File: config.mk
export PLATFORM = sky130hd
export DESIGN_NAME = cla_serial_add_ctrl_flat
export DESIGN_NICKNAME = d
export VERILOG_FILES = /design/src/rtl/cla_serial_add_ctrl_if.sv /design/src/rtl/cla_serial_add_ctrl.sv /design/src/flat_wrapper.sv
export SDC_FILE = /design/constraint.sdc
export NUM_CORES = 1
export LEC_CHECK = 0
export CAP_MARGIN = 20
export CORE_MARGIN = 2
export CORE_UTILIZATION = 35
export DETAILED_ROUTE_END_ITERATION = 6
export GPL_ROUTABILITY_DRIVEN = 0
export GPL_TIMING_DRIVEN = 0
export PLACE_DENSITY = 0.6
export SLEW_MARGIN = 20
export SYNTH_ARGS = -nofsm -noshare
export SYNTH_HDL_FRONTEND = slang
export SYNTH_SLANG_ARGS = --single-unit
export TNS_END_PERCENT = 30
File: constraint.sdc
create_clock -name clk -period 2.4 [get_ports clk]
set_input_delay 0.6 -clock clk [delete_from_list [all_inputs] [get_ports clk]]
set_output_delay 0.6 -clock clk [all_outputs]
set_load 0.05 [all_outputs]
File: src/rtl/cla_serial_add_ctrl_if.sv
// Bundle between the execute-stage control / shared cla_4b slice and the serial add sequencer.
// Purely wiring; no latency of its own.
// No backpressure: start is a single-cycle request, done is a single-cycle pulse.
interface cla_serial_add_ctrl_if #(
  parameter int WIDTH = 16
);
  // Request side
  logic             start;
  logic             sub;
  logic [WIDTH-1:0] a;
  logic [WIDTH-1:0] b;
  logic             c_in;
  logic             abort;

  // Shared 4-bit slice
  logic [3:0]       cla_a;
  logic [3:0]       cla_b;
  logic             cla_cin;
  logic [3:0]       cla_s;
  logic             cla_cout;

  // Result side
  logic             busy;
  logic             done;
  logic [WIDTH-1:0] sum;
  logic             c_out;
  logic             ovf;

  // Environment side: issues requests and hosts the combinational slice
  modport master (
    output start, sub, a, b, c_in, abort, cla_s, cla_cout,
    input  cla_a, cla_b, cla_cin, busy, done, sum, c_out, ovf
  );

  // Sequencer side
  modport slave (
    input  start, sub, a, b, c_in, abort, cla_s, cla_cout,
    output cla_a, cla_b, cla_cin, busy, done, sum, c_out, ovf
  );
endinterface

File: src/rtl/cla_serial_add_ctrl.sv
// WIDTH-bit add/subtract by stepping one external 4-bit CLA slice over the operands, LSB nibble first.
// Latency: start edge -> NIB RUN cycles -> one-cycle done pulse; one op per NIB+2 cycles.
// No backpressure: start is only accepted in IDLE; requests in RUN/DONE are dropped, abort cancels RUN.
module cla_serial_add_ctrl #(
  parameter int WIDTH = 16
) (
  input  logic                 clk,
  input  logic                 rst,
  cla_serial_add_ctrl_if.slave bus
);

  localparam int NIB  = WIDTH / 4;
  localparam int IDXW = (NIB > 1) ? $clog2(NIB) : 1;
  localparam logic [IDXW-1:0] IDX_LAST = IDXW'(NIB - 1);

  typedef enum logic [1:0] {
    IDLE = 2'd0,
    RUN  = 2'd1,
    DONE = 2'd2
  } state_t;

  state_t           state_q, state_d;
  logic [IDXW-1:0]  idx_q, idx_d;
  logic             carry_q, carry_d;
  logic [WIDTH-1:0] a_q, a_d;
  logic [WIDTH-1:0] b_q, b_d;
  logic [WIDTH-1:0] sum_q, sum_d;
  logic             c_out_q, c_out_d;
  logic             ovf_q, ovf_d;

  logic [3:0]       nib_a;
  logic [3:0]       nib_b;

  // Select the operand nibbles addressed by the current step
  always_comb begin
    nib_a = 4'd0;
    nib_b = 4'd0;
    for (int i = 0; i < NIB; i++) begin
      if (idx_q == IDXW'(i)) begin
        nib_a = a_q[4*i +: 4];
        nib_b = b_q[4*i +: 4];
      end
    end
  end

  // Next-state: latch operands on start, fold one slice result per RUN cycle
  always_comb begin
    state_d = state_q;
    idx_d   = idx_q;
    carry_d = carry_q;
    a_d     = a_q;
    b_d     = b_q;
    sum_d   = sum_q;
    c_out_d = c_out_q;
    ovf_d   = ovf_q;
    case (state_q)
      IDLE: begin
        if (bus.start) begin
          a_d     = bus.a;
          // Subtract is a + ~b + 1, so the slice never needs to know the op
          b_d     = bus.sub ? ~bus.b : bus.b;
          carry_d = bus.sub ? 1'b1 : bus.c_in;
          idx_d   = '0;
          state_d = RUN;
        end
      end
      RUN: begin
        if (bus.abort) begin
          state_d = IDLE;
        end else begin
          for (int i = 0; i < NIB; i++) begin
            if (idx_q == IDXW'(i)) begin
              sum_d[4*i +: 4] = bus.cla_s;
            end
          end
          carry_d = bus.cla_cout;
          idx_d   = idx_q + 1'b1;
          if (idx_q == IDX_LAST) begin
            c_out_d = bus.cla_cout;
            // a^b^s at the MSB recovers the carry into the MSB
            ovf_d   = a_q[WIDTH-1] ^ b_q[WIDTH-1] ^ bus.cla_s[3] ^ bus.cla_cout;
            state_d = DONE;
          end
        end
      end
      DONE: begin
        state_d = IDLE;
      end
      default: begin
        state_d = IDLE;
      end
    endcase
  end

  // State and datapath registers, cleared asynchronously
  always_ff @(posedge clk or negedge rst) begin
    if (!rst) begin
      state_q <= IDLE;
      idx_q   <= '0;
      carry_q <= 1'b0;
      a_q     <= '0;
      b_q     <= '0;
      sum_q   <= '0;
      c_out_q <= 1'b0;
      ovf_q   <= 1'b0;
    end else begin
      state_q <= state_d;
      idx_q   <= idx_d;
      carry_q <= carry_d;
      a_q     <= a_d;
      b_q     <= b_d;
      sum_q   <= sum_d;
      c_out_q <= c_out_d;
      ovf_q   <= ovf_d;
    end
  end

  assign bus.busy    = (state_q == RUN);
  assign bus.done    = (state_q == DONE);
  assign bus.cla_a   = (state_q == RUN) ? nib_a   : 4'd0;
  assign bus.cla_b   = (state_q == RUN) ? nib_b   : 4'd0;
  assign bus.cla_cin = (state_q == RUN) ? carry_q : 1'b0;
  assign bus.sum     = sum_q;
  assign bus.c_out   = c_out_q;
  assign bus.ovf     = ovf_q;

endmodule
File: src/flat_wrapper.sv
// flat-port wrapper written by rule: the top's interface ports become plain ports
module cla_serial_add_ctrl_flat 
#(
  parameter int WIDTH = 16
)
  (clk, rst, bus_start, bus_sub, bus_a, bus_b, bus_c_in, bus_abort, bus_cla_s, bus_cla_cout, bus_cla_a, bus_cla_b, bus_cla_cin, bus_busy, bus_done, bus_sum, bus_c_out, bus_ovf);
  cla_serial_add_ctrl_if #(.WIDTH(WIDTH)) bus_i ();
  input  logic clk;
  input  logic rst;
  input wire logic [$bits(bus_i.start)-1:0] bus_start;
  input wire logic [$bits(bus_i.sub)-1:0] bus_sub;
  input wire logic [$bits(bus_i.a)-1:0] bus_a;
  input wire logic [$bits(bus_i.b)-1:0] bus_b;
  input wire logic [$bits(bus_i.c_in)-1:0] bus_c_in;
  input wire logic [$bits(bus_i.abort)-1:0] bus_abort;
  input wire logic [$bits(bus_i.cla_s)-1:0] bus_cla_s;
  input wire logic [$bits(bus_i.cla_cout)-1:0] bus_cla_cout;
  output wire logic [$bits(bus_i.cla_a)-1:0] bus_cla_a;
  output wire logic [$bits(bus_i.cla_b)-1:0] bus_cla_b;
  output wire logic [$bits(bus_i.cla_cin)-1:0] bus_cla_cin;
  output wire logic [$bits(bus_i.busy)-1:0] bus_busy;
  output wire logic [$bits(bus_i.done)-1:0] bus_done;
  output wire logic [$bits(bus_i.sum)-1:0] bus_sum;
  output wire logic [$bits(bus_i.c_out)-1:0] bus_c_out;
  output wire logic [$bits(bus_i.ovf)-1:0] bus_ovf;
  assign bus_i.start = bus_start;
  assign bus_i.sub = bus_sub;
  assign bus_i.a = bus_a;
  assign bus_i.b = bus_b;
  assign bus_i.c_in = bus_c_in;
  assign bus_i.abort = bus_abort;
  assign bus_i.cla_s = bus_cla_s;
  assign bus_i.cla_cout = bus_cla_cout;
  assign bus_cla_a = bus_i.cla_a;
  assign bus_cla_b = bus_i.cla_b;
  assign bus_cla_cin = bus_i.cla_cin;
  assign bus_busy = bus_i.busy;
  assign bus_done = bus_i.done;
  assign bus_sum = bus_i.sum;
  assign bus_c_out = bus_i.c_out;
  assign bus_ovf = bus_i.ovf;
  cla_serial_add_ctrl #(.WIDTH(WIDTH)) u_core (.clk(clk), .rst(rst), .bus(bus_i));
endmodule
After elaboration in Yosys (flattened, before gate mapping)
Index checks and enable logic that the tools add are counted.
Widths: inputs -> output; s select.
{ "op_classes": {"mux": 23, "n_reduce_logical": 10, "addsub": 1, "n_bitwise": 5, "eq_ne": 8} }
{ "op_table": {"columns": ["operator", "n"], "rows": [
  ["$mux 4", 10],
  ["$mux 16", 1],
  ["$not 16->16", 1],
  ["$reduce_and 3->1", 5],
  ["$mux 2", 5],
  ["$pmux 2 s2", 2],
  ["$eq 2x2->1 const B", 3],
  ["$eq 2x1->1 const B", 2],
  ["$logic_not 2->1", 2],
  ["$mux 1", 4],
  ["$ne 2x2->1 const B", 2],
  ["$reduce_and 2->1", 2],
  ["$ne 3x2->1 const B", 1],
  ["$xor 1x1->1", 3],
  ["$add 2x1->2 const B", 1],
  ["$pmux 1 s2", 1],
  ["$reduce_bool 2->1", 1],
  ["$not 1->1", 1]
]} }
{ "totals": {"word_cells": 58, "reg_bits": 55} }

Logic depth before layout (Yosys ltp)
Gate-level depths: netlist of run 1.
{ "depth": {"word_depth": 6, "depth_mapped": 7, "depth_no_buf": 5} }

Worst setup path after synthesis of run 1
OpenSTA, ideal clock, no wires.
{ "synth_path": {"kind": "reg2out", "from": "register u_core.idx_q[0]", "to": "output bus_cla_a[1]", "path_stages_with_launch": 8, "t_arrival_ns": 2.063, "path_slack_ns": -0.263, "path_cell_list": "dfrtp_1 > inv_1 > ha_1 > buf_2 > buf_2 > a21oi_1 > a221o_1 > a21oi_1"} }
{ "synth_via": {"elab_chain_len": 6, "word_cells_on_any_way": 9} }
{ "synth_rtl": {"columns": ["item", "line_no", "rtl"], "rows": [
  ["start, declared", "cla_serial_add_ctrl.sv:23", "logic [IDXW-1:0] idx_q, idx_d;"],
  ["start signal, assigned", "cla_serial_add_ctrl.sv:108", "idx_q <= idx_d;"],
  ["$logic_not 2->1", "cla_serial_add_ctrl.sv:39", "if (idx_q == IDXW'(i)) begin"],
  ["$mux 4 (3 in a row)", "cla_serial_add_ctrl.sv:39", null],
  ["$mux 4 *", "cla_serial_add_ctrl.sv:39", null],
  ["$mux 4 *", "cla_serial_add_ctrl.sv:120", "assign bus.cla_a = (state_q == RUN) ? nib_a : 4'd0;"],
  ["end, declared", "flat_wrapper.sv:18", "output wire logic [$bits(bus_i.cla_a)-1:0] bus_cla_a;"]
]} }
Every way passes the cells marked *; elsewhere a longest branch is shown, timed or not.

Worst setup path in the final report of run 1
{ "layout_path": {"from": "register u_core.idx_q[1]", "to": "output bus_cla_a[2]"} }
The elaborated chain is that of the path after synthesis.

==> results of run 1 <==
[layout make-up]
class	instances	share of cell area (%)
buffer	13	2.97
clock buffer	6	1.91
clock inverter	2	0.330
inverter	13	1.42
multi-input combinational	148	31.9
sequential	55	36.3
tap	99	3.27
timing repair buffer	81	21.8
[state kept, by name (all words and copies together), names as in the netlist]
name and cells:
u_core.a_q 16, u_core.b_q 16, u_core.bus.sum 16, u_core.idx_q 2, u_core.state_q 2, u_core.bus.c_out 1
u_core.bus.ovf 1, u_core.carry_q 1
[cells in the final DEF (no fill, tap or decap), types with 2 or more instances in the layout]
| cell type | n |
|---|---|
| a21oi_1 | 22 |
| a21oi_2 | 5 |
| a221o_1 | 9 |
| and2_4 | 3 |
| buf_2 | 4 |
| buf_4 | 15 |
| buf_6 | 10 |
| clkbuf_8 | 6 |
| clkdlybuf4s50_1 | 58 |
| dfrtp_1 | 53 |
| dfrtp_2 | 2 |
| ha_4 | 3 |
| inv_1 | 11 |
| inv_4 | 2 |
| mux2_2 | 25 |
| mux2_4 | 6 |
| nand2_1 | 16 |
| nand3b_1 | 8 |
| nor2_1 | 13 |
| o21ai_0 | 8 |
| xnor2_1 | 14 |
| xor2_1 | 5 |
[worst max path at each step]
stage / startpoint / cells after the start / slack (ns) / to
global route: u_core.idx_q[0]$_DFFE_PN0P_ / 7 / -0.22 / bus_cla_a[0]
floorplan: u_core.idx_q[1]$_DFFE_PN0P_ / 6 / -0.21 / bus_cla_a[3]
finish: u_core.idx_q[1]$_DFFE_PN0P_ / 7 / -0.14 / bus_cla_a[2]
global placement: rst / 1 / -1.10 / u_core.bus.sum[15]$_DFFE_PN0P_
detailed placement: u_core.idx_q[1]$_DFFE_PN0P_ / 7 / -0.69 / bus_cla_a[3]
CTS: u_core.idx_q[0]$_DFFE_PN0P_ / 8 / -0.17 / bus_cla_a[1]
[power by group]
| part | total, uW | internal (uW) | leakage [uW] | switching [uW] |
|---|---|---|---|---|
| clock | 516 | 205 | 0.0000412 | 311 |
| combinational | 2800 | 1230 | 0.000933 | 1570 |
| sequential | 1530 | 1310 | 0.000654 | 221 |
[synth_stat cells, drive strengths merged (4+ instances only)]
cell type / number
dfrtp: 55
mux2: 31
a21oi: 28
nand2: 17
xnor2: 14
buf: 13
inv: 13
nor2: 13
a221o: 9
nand3b: 8
o21ai: 8
xor2: 5
and2: 4
ha: 4
[logic make-up (layout without fill, tap and decap cells)]
group	after synthesis	after routing	share of synthesized area (%)
muxes	31	31	14.0
AOI/OAI and AO/OA	48	48	11.2
xor gates and xnor gates	19	19	6.29
buffers and inverters	28	115	4.92
adders and majority gates	4	4	1.89
DFF	55	55	52.0
and+or+nand+nor	46	46	9.65
[metrics by stage]
stage | std cells | setup slack (ns) | TNS [ns] | total power, uW | cell area (um^2)
3_3_place_gp | 400 | -1.10 | -65.55 | 4050 | 3490
2_1_floorplan | 231 | -0.208 | -1.05 | 3280 | 2670
6_report | 417 | -0.141 | -0.954 | 4840 | 3790
3_5_place_dp | 401 | -0.694 | -5.64 | 4090 | 3510
4_1_cts | 410 | -0.165 | -1.19 | 4710 | 3670
5_1_grt | 417 | -0.223 | -1.56 | 5110 | 3790
[repair_timing]
action | in CTS | in global routing
hold buffers | 0 | 0
pin swaps | 1 | 4
resized for setup | 78 | 15
setup buffers | 3 | 5
gates cloned | 0 | 2
endpoints found under the setup margin | 10 | 10
[per-layer routing]
metal	part of all wire (%)	track usage, %	vias to the layer above
li1	-	-	952
met1	44	21.1	986
met2	48	25.6	59
met3	6.7	4.90	7
met4	0.98	3.41	0
met5	0	0	-
==> results.sh, run 1 <==
export IMPL_vias=2004
export IMPL_clock_sinks=55
export IMPL_drv_slew=0
export IMPL_critical_path_class="reg -> out"
export IMPL_synth_area_leaders="dfrtp_1 52%, mux2_2 11%, a21oi_1 5.3%"
export IMPL_grt_pass1_wl_um=10400
export IMPL_maxCapViolations=0
export IMPL_rsz0062_at_grt="true"
export IMPL_startpoint_type="flip-flop"
export IMPL_fill_cells=700
export IMPL_crit_top_cell="buf_6"
export IMPL_syn_nets=278
export IMPL_hold_violations=0
export IMPL_cts_root_buffer="clkbuf_8"
export IMPL_firstDrtPassIters=4
export IMPL_grt_pass1_vias=2053
export IMPL_grt_use_total_pct=15.9
export IMPL_setup_viol=8
export IMPL_rr_endpoint="u_core.bus.sum[11]$_DFFE_PN0P_"
export IMPL_ys_warn_count=0
export IMPL_relSlewSlack_pct=65.7
export IMPL_htree_num_levels=2
export IMPL_drtIter0Drc=111
export IMPL_hp_class="in -> async"
export IMPL_nets=364
export IMPL_cts_max_path_buffers=2
export IMPL_die_h_um=91.0
export IMPL_synth_distinct_cells=27
export IMPL_yosys_area_top_type="dfrtp_1"
export IMPL_period_share_pct=106
export IMPL_diodes=0
export IMPL_ys_seq_elements=55
export IMPL_skew_ns=0.0138
export IMPL_seq_area_frac_synth_pct=52.0
export IMPL_netlist_area_um2=2650
export IMPL_io_pins=72
export IMPL_async_reset_ff_share_pct=100
export IMPL_critPathRequiredTime_ns=1.80
export IMPL_cp_end_kind="output pin"
export IMPL_slowest_delay_ns=0.45
export IMPL_tightest_slew_ns=0.513
export IMPL_synth_top_cell_area_share_pct=52.0
export IMPL_violations="setup timing"
export IMPL_io_buffers=70
export IMPL_hold_slack_ns=0.254
export IMPL_crit_chain="inv_4 -> ha_4 -> buf_6 -> nand3b_1 -> a221o_1 -> a21oi_4 -> buf_6"
export IMPL_area_growth_pct=43.4
export IMPL_rows=31
export IMPL_cts_tree="built"
export IMPL_worst_r2r_cell_count=8
export IMPL_vias_per_cell=4.81
export IMPL_worst_ep_arrival_time_ns=1.94
export IMPL_cp_num_buf_inv=3
export IMPL_drive_above_1_share_pct=29.9
export IMPL_drc_errors=0
export IMPL_max_freq_mhz=394
export IMPL_synth_main_ff_cell="dfrtp_1"
export IMPL_r2r_slack_ns=0.71
export IMPL_status="complete, but fails checks"
export IMPL_die_width_um=91.0
export IMPL_peakVddDrop_mv=0.697
export IMPL_place_hpwl_um=4450
export IMPL_synthCells=231
export IMPL_dieArea_um2=8270
export IMPL_finish_utilization_pct=52.0
export IMPL_total_leakage_power_uw=0.00163
export IMPL_grt_remaining_overflow=0
export IMPL_synth_edf_count=0
export IMPL_cpLargestDelayFamily="compound AO/OA/AOI/OAI gates"
export IMPL_synth_avg_cell_area_um2=11.5
export IMPL_drtAntennaViolNets=0
export IMPL_antenna_found_initial=0
export IMPL_cts_clk_slew_worst_paths_ns=0.10
export IMPL_cp_max_fo=10
export IMPL_p_per_area_nw_per_um2=1280
export IMPL_crit_slowest_cell="dfrtp_2"
export IMPL_r2r_start="u_core.idx_q[0]$_DFFE_PN0P_"
export IMPL_setup_ws_ns=-0.141
export IMPL_wl_per_cell_um=15.7
export IMPL_cts_made_buffers=5
export IMPL_wl_um=6530
export IMPL_start_util_pct=36.3
export IMPL_core_area_um2=7290
export IMPL_grt_max_degree=56
export IMPL_clk_insertion_delay_late_ns=0.32
export IMPL_multi_input_area_um2=1210
export IMPL_fin_crit_ns=2.54
export IMPL_seq_area_um2=1380
No activity file was read; power rests on OpenSTA's default activity.
==> run 2, diff against run 1 <==
- CORE_ASPECT_RATIO: default -> 0.9
- PLACE_DENSITY: 0.6 -> 0.69
==> results.sh, run 2 (synthesized netlist as in run 1, its figures left out) <==
export IMPL_antenna_found_initial=0
export IMPL_layout_commonest_cell="clkdlybuf4s50_1"
export IMPL_crit_chain="inv_4 -> ha_4 -> buf_4 -> a21oi_1 -> a221o_1 -> a21oi_2 -> buf_6"
export IMPL_rsz0062_at_grt="true"
export IMPL_die_width_um=95.7
export IMPL_critPathRequiredTime_ns=1.80
export IMPL_grt_pass1_vias=1961
export IMPL_cts_root_buffer="clkbuf_8"
export IMPL_drive_above_1_share_pct=29.5
export IMPL_fill_cells=667
export IMPL_fin_tns_setup_ns=-0.901
export IMPL_grt_pass1_wl_um=9690
export IMPL_placed_cells=397
export IMPL_drtIter0Drc=84
export IMPL_place_hpwl_um=4430
export IMPL_hp_class="in -> async"
export IMPL_max_freq_mhz=392
export IMPL_area_growth_pct=41.4
export IMPL_preCtsSetupSlack_ns=-0.710
export IMPL_crit_slowest_cell="dfrtp_2"
export IMPL_slowest_delay_ns=0.47
export IMPL_wl_per_cell_um=15.4
export IMPL_startpoint="u_core.idx_q[1]$_DFFE_PN0P_"
export IMPL_critical_path_class="reg -> out"
export IMPL_tightest_slew_ns=0.678
export IMPL_vias_per_cell=4.84
export IMPL_die_h_um=86.5
export IMPL_worst_r2r_cell_count=3
export IMPL_maxCapViolations=0
export IMPL_cts_clk_slew_worst_paths_ns=0.09
export IMPL_hold_violations=0
export IMPL_cts_hold_buffers=0
export IMPL_clock_sinks=55
export IMPL_setup_ws_ns=-0.149
export IMPL_startpoint_type="flip-flop"
export IMPL_io_buffers=70
export IMPL_clk_insertion_delay_late_ns=0.31
export IMPL_skew_ns=0.00974
export IMPL_cp_end_kind="output pin"
export IMPL_dieArea_um2=8270
export IMPL_drv_slew=0
export IMPL_period_share_pct=106
export IMPL_total_leakage_power_uw=0.00158
export IMPL_finalNonFillerCells=408
export IMPL_grt_max_degree=56
export IMPL_diodes=0
export IMPL_rows=30
export IMPL_cts_made_buffers=5
export IMPL_core_area_um2=7430
export IMPL_violations="setup timing"
export IMPL_nets=358
export IMPL_fin_crit_ns=2.55
export IMPL_status="complete, but fails checks"
export IMPL_cts_max_path_buffers=2
export IMPL_firstDrtPassIters=4
export IMPL_vias=1974
export IMPL_cts_tree="built"
export IMPL_mostFrequentLayoutCells="59 x clkdlybuf4s50_1, 53 x dfrtp_1, 25 x mux2_2, 20 x a21oi_1, 16 x nand2_1"
export IMPL_grt_remaining_overflow=0
export IMPL_io_pins=72
export IMPL_worst_ep_arrival_time_ns=1.95
export IMPL_grt_use_total_pct=15.3
export IMPL_cp_max_fo=5
export IMPL_p_per_area_nw_per_um2=1300
export IMPL_wl_um=6270
export IMPL_peakVddDrop_mv=0.463
export IMPL_drc_errors=0
export IMPL_htree_num_levels=2
export IMPL_r2r_start="u_core.state_q[1]$_DFFE_PN0P_"
export IMPL_drtAntennaViolNets=0
export IMPL_start_util_pct=35.6
export IMPL_setup_viol=8
export IMPL_relSlewSlack_pct=54.8
export IMPL_finish_utilization_pct=50.4
-- run 2: changes by cell type in the layout (fill, tap and decap cells not counted), sizes merged --
cell	change
dlymetal6s2s	-1
clkdlybuf4s50	+1
clkdlybuf4s18	-1
clkinvlp	-1
buf	-4
-- run 2: area by class of cell --
class,count,area [um^2],area share [%]
buffer,12,97.6,2.61
clock buffer,7,86.3,2.31
clock inverter,1,8.76,0.234
inverter,13,53.8,1.44
multi-input combinational,148,1220,32.6
sequential,55,1380,36.8
tap,96,120,3.21
timing repair buffer,76,778,20.8
-- run 2: metal layers --
layer	vias to the layer above	part of all wire, %	GRT usage [%]
li1	945	-	-
met1	968	46	21.3
met2	54	47	23.9
met3	7	5.2	2.96
met4	0	1.8	5.19
met5	-	0	0
-- run 2: path summary, 6_finish.rpt --
path,to,slack (ns)
max,bus_cla_b[3],-0.15
min,u_core.bus.sum[13]$_DFFE_PN0P_,0.33
max reg2reg,u_core.bus.sum[7]$_DFFE_PN0P_,0.78
min reg2reg,u_core.bus.sum[6]$_DFFE_PN0P_,0.51
max in group asynchronous,u_core.idx_q[1]$_DFFE_PN0P_,1.60
min in group clk,u_core.bus.sum[6]$_DFFE_PN0P_,0.51
-- run 2: repair_timing --
action | CTS | global route
pin swaps | 5 | 6
endpoints found under the setup margin | 10 | 8
buffers inserted | 4 | 0
resized for setup | 89 | 8
cloned | 1 | 1
-- run 2: power breakdown --
part / internal [uW] / switching, uW / leakage, uW / total, uW
combinational: 1220 / 1590 / 0.000873 / 2800
sequential: 1310 / 216 / 0.000654 / 1520
clock: 237 / 303 / 0.0000484 / 540
-- run 2: metrics by stage --
stage | total power (uW) | hold WS (ns) | area [um^2]
finish | 4870 | 0.331 | 3740
global route | 5100 | 0.385 | 3740
CTS | 4830 | 0.353 | 3710
detailed placement | 4080 | 0.494 | 3480
global placement | 4040 | 0.488 | 3490
floorplan | 3280 | 0.304 | 2670
-- run 2: critical path, delay by kind of cell (launching register included) --
family / cells / cell delay [ns]
AOI/OAI and AO/OA: 3 / 0.58
DFF: 1 / 0.47
buffers and inverters: 3 / 0.42
adders and majority gates: 1 / 0.17
